$ cat src/rtl/seq_1011_det.sv
// -----------------------------------------------------------------------------
// seq_1011_det
//   Serial bit-pattern detector. Samples din on every rising clk edge and
//   pulses y for one cycle each time the pattern PATTERN (first-received bit
//   is PATTERN[PAT_LEN-1]) has just been completed. Moore FSM with a
//   registered output.
//
//   The state is "number of pattern bits matched so far", 0..PAT_LEN, with
//   PAT_LEN being the match state.
//
// Parameters
//   PAT_LEN  pattern length in bits, legal range 2..16
//   PATTERN  pattern bits, MSB received first
//   OVERLAP  1: the tail of a match may begin the next match
//            0: restart from scratch after a match
//
// Ports
//   clk    in  1  rising-edge clock
//   reset  in  1  asynchronous, active-high reset
//   din    in  1  serial data bit
//   y      out 1  registered match pulse
// -----------------------------------------------------------------------------
module seq_1011_det #(
    parameter int                 PAT_LEN = 4,
    parameter logic [PAT_LEN-1:0] PATTERN = 4'b1011,
    parameter bit                 OVERLAP = 1'b1
) (
    input  logic clk,
    input  logic reset,
    input  logic din,
    output logic y
);

    localparam int SW = $clog2(PAT_LEN + 1);
    // Every encoding the state register can hold gets a table entry, so
    // unused encodings can be steered back to S0 without a range check.
    localparam int NS = 2 ** SW;

    typedef logic [SW-1:0] state_t;

    localparam state_t S0      = '0;
    localparam state_t S_MATCH = state_t'(PAT_LEN);

    // Next state from state s on input bit b. The bits seen so far are the
    // first s pattern bits followed by b; the result is the longest pattern
    // prefix that is a suffix of that string (KMP failure rule). Evaluated
    // only at elaboration to build constant transition tables.
    function automatic int next_of(input int s, input int b);
        logic [PAT_LEN:0] w;     // w[i] = i-th bit received
        int               base;
        int               len;
        int               res;
        bit               ok;
        base = s;
        if (s >= PAT_LEN && !OVERLAP) begin
            base = 0;            // after a match, behave as if idle
        end
        w   = '0;
        res = 0;
        for (int i = 0; i < base; i++) begin
            w[i] = PATTERN[PAT_LEN-1-i];
        end
        w[base] = b[0];
        len     = base + 1;
        for (int k = (len < PAT_LEN) ? len : PAT_LEN; k >= 1; k--) begin
            ok = 1'b1;
            for (int i = 0; i < k; i++) begin
                if (w[len-k+i] != PATTERN[PAT_LEN-1-i]) begin
                    ok = 1'b0;
                end
            end
            if (ok && res == 0) begin
                res = k;         // descending k: first hit is the longest
            end
        end
        return res;
    endfunction

    state_t tbl0 [NS];   // next state when din = 0
    state_t tbl1 [NS];   // next state when din = 1

    genvar gi;
    generate
        for (gi = 0; gi < NS; gi++) begin : g_tbl
            if (gi <= PAT_LEN) begin : g_valid
                assign tbl0[gi] = state_t'(next_of(gi, 0));
                assign tbl1[gi] = state_t'(next_of(gi, 1));
            end else begin : g_invalid
                assign tbl0[gi] = S0;
                assign tbl1[gi] = S0;
            end
        end
    endgenerate

    state_t state_reg;
    state_t state_next;
    logic   y_reg;

    always_ff @(posedge clk or posedge reset) begin
        if (reset) begin
            state_reg <= S0;
            y_reg     <= 1'b0;
        end else begin
            state_reg <= state_next;
            // Registered decode of the match state: y tracks state_reg
            // exactly and never sees din combinationally.
            y_reg     <= (state_next == S_MATCH);
        end
    end

    always_comb begin
        state_next = S0;
        case (din)
            1'b0:    state_next = tbl0[state_reg];
            1'b1:    state_next = tbl1[state_reg];
            default: state_next = S0;   // unknown input counts as a mismatch
        endcase
    end

    assign y = y_reg;

endmodule

$ cat config.mk
export PLATFORM = sky130hd
export DESIGN_NAME = seq_1011_det
export DESIGN_NICKNAME = d
export VERILOG_FILES = /design/src/rtl/seq_1011_det.sv
export SDC_FILE = /design/constraint.sdc
export NUM_CORES = 1
export LEC_CHECK = 0
export ABC_AREA = 1
export CORE_AREA = 5 5 42 44
export DETAILED_ROUTE_END_ITERATION = 7
export DIE_AREA = 0 0 47 49
export GPL_TIMING_DRIVEN = 0
export REMOVE_ABC_BUFFERS = 1
export SETUP_SLACK_MARGIN = 0.05
export SYNTH_ARGS = -nofsm -noshare
export SYNTH_HDL_FRONTEND = slang
export SYNTH_SLANG_ARGS = --single-unit
$ cat constraint.sdc
create_clock -name clk -period 0.8 [get_ports clk]
set_input_delay 0.08 -clock clk [delete_from_list [all_inputs] [get_ports clk]]
set_output_delay 0.08 -clock clk [all_outputs]
set_load 0.01 [all_outputs]
==> flow_summary.ini <==
[outcome]
outcome = finished, final reports clean

[floorplan]
die_w_microns = 47
row_count = 14
die_y_microns = 49
io_pins = 4
core-area_sq_um = 1400
start_util_pct = 12.1
die-area_sq_um = 2300

[clocking]
clk_path_buf_depth = 2
clkTransAtPathRegs_ns = 0.04
clock_latency_ns = 0.24
numCtsBuffers = 3
cts_root_buf = clkbuf_4
cts_tree = built
clock-sinks = 4
cts_hold_buf = 0
htreeDepth = 1

[placed_design]
dp_hpwl_microns = 236
gp_congestion = 0.641
post_dp_cell_area_sq_um = 219
io_buffers = 3

[timing]
finalCritPeriodShare_pct = 98.2
fin_setup_tns_ns = 0
skew_ns = 0.00731
setup_viol = 0
finalHoldViolCount = 0
tightest_slew_ns = 0.150
drv_slew = 0
max_clock_freq_ghz = 1.27
min_period_ns = 0.786
relSlewSlack_pct = 90.0
grt_setup_unrepaired = true

[finish]
final_cell_mix = dfrtp_1 (4), clkbuf_4 (3)
n_antenna_cell = 0
fin_area_sq_um = 244
fillers = 166
multi_input_area_sq_um = 53.8
seq_area_sq_um = 100
drive_gt1_share_pct = 30.8
largest_reg_flops = 3
finalNetCount = 31
syn2layout_area_growth_pct = 44.4
final_common_cell = dfrtp_1

[global_route]
grt_pass1_vias = 131
antenna_found_initial = 0
grt_max_degree = 5
grt_pass1_wl_microns = 462
grt_usage_pct = 3.32
grt_overflow = 0

[synthesis]
synth.distinct_cells = 11
yosys_register_bits = 4
avgSynthCellArea_sq_um = 8.89
yosysSeqAreaShare_pct = 59.3
yosysWarnings = 0
postSynthCellCount = 19
netlist_area_sq_um = 169

[power_and_ir_drop]
leakage_nw = 0.122
power_density_nw_per_um2 = 2220
peakVddDrop_v = 0.000555

[worst_setup_path]
required_ns = 0.72
critPathCaptureType = output pin
worst-path-buf-inv = 1
startpoint_type = register
critPathSlowestCell = dfrtp_1
path_cells = buf_2
cp_top_family = flip-flops
crit_arrival_ns = 0.71
path_depth = 1
path_class = reg2out
slowest_delay_ns = 0.34
worst-path-max-fanout = 1
rr_worst_depth = 4

[detailed_routing]
drtPass1Iterations = 2
drt_wl_total_microns = 296
routed_via_density = 3.36
drt_iter0_markers = 1
route.vias.total = 141
drc = 0
ant_nets = 0
wl_per_cell_microns = 7.05

[job]
cap_violations = 0

[worst_hold_path]
hold_path.class = in2async
[power breakdown]
part           switching (mW)  leakage (nW)  internal, mW  total (mW)
Combinational          0.0300        0.0564        0.0304      0.0603
Clock                  0.0820        0.0138         0.168       0.250
Sequential             0.0128        0.0523         0.220       0.232
[kinds of logic after synthesis]
kind of cell / count (synthesis) / synth area share (%)
simple gates: 9 / 25.9
flops: 4 / 59.3
buf+inv: 4 / 8.89
compound gates: 2 / 5.92
[path summary, 6_finish.rpt]
check	endpoint	from	slack, ns
worst max-delay path	y	y	0.01
worst min-delay path	state_reg[0]	reset	0.03
worst max register to register	state_reg[0]	state_reg[0]	0.03
worst min register to register	state_reg[1]	state_reg[2]	0.57
max in group asynchronous	y	reset	0.62
min in group clk	state_reg[1]	din	0.48
[stage by stage]
step	instances	hold slack, ns	power [mW]	setup slack [ns]	utilization [%]
after detailed placement	38	0.286	0.291	-0.146	15.6
after global placement	38	0.275	0.290	-0.127	15.6
after global routing	42	0.0408	0.586	-0.0266	17.4
final	42	0.0275	0.542	0.0143	17.4
after floorplan	19	-0.154	0.267	0.0661	-
after CTS	42	0.0284	0.557	0.00128	17.4
[layout make-up]
| type | count | share of cell area [%] |
|---|---|---|
| tap | 16 | 8.21 |
| timing repair buffer | 4 | 13.3 |
| multi-input combinational | 11 | 22.1 |
| clock buffer | 3 | 9.23 |
| inverter | 4 | 6.15 |
| sequential | 4 | 41.0 |
[routing by layer]
layer | part of all wire (%) | vias up | GRT usage (%)
met5 | 0 | - | 0
met1 | 37 | 60 | 2.88
met3 | 9.5 | 3 | 2.21
li1 | - | 73 | -
met4 | 6.4 | 0 | 5.53
met2 | 47 | 5 | 3.62
[cell usage after synthesis]
cell / instances / area share (%)
a21oi_1: 1 / 3.0
and2_1: 1 / 3.7
dfrtp_1: 4 / 59
inv_1: 3 / 6.7
inv_2: 1 / 2.2
nand2_1: 2 / 4.4
nand2_2: 1 / 3.7
nand3_1: 2 / 5.9
nand4_1: 1 / 3.7
nor2_1: 2 / 4.4
o21ai_0: 1 / 3.0
[repair_timing]
action	in CTS	in global routing
buffers inserted	1	0
pin swaps	1	0
setup endpoints to repair	4	5
gates resized for setup	5	0
Power figures use the tool's default switching activity.
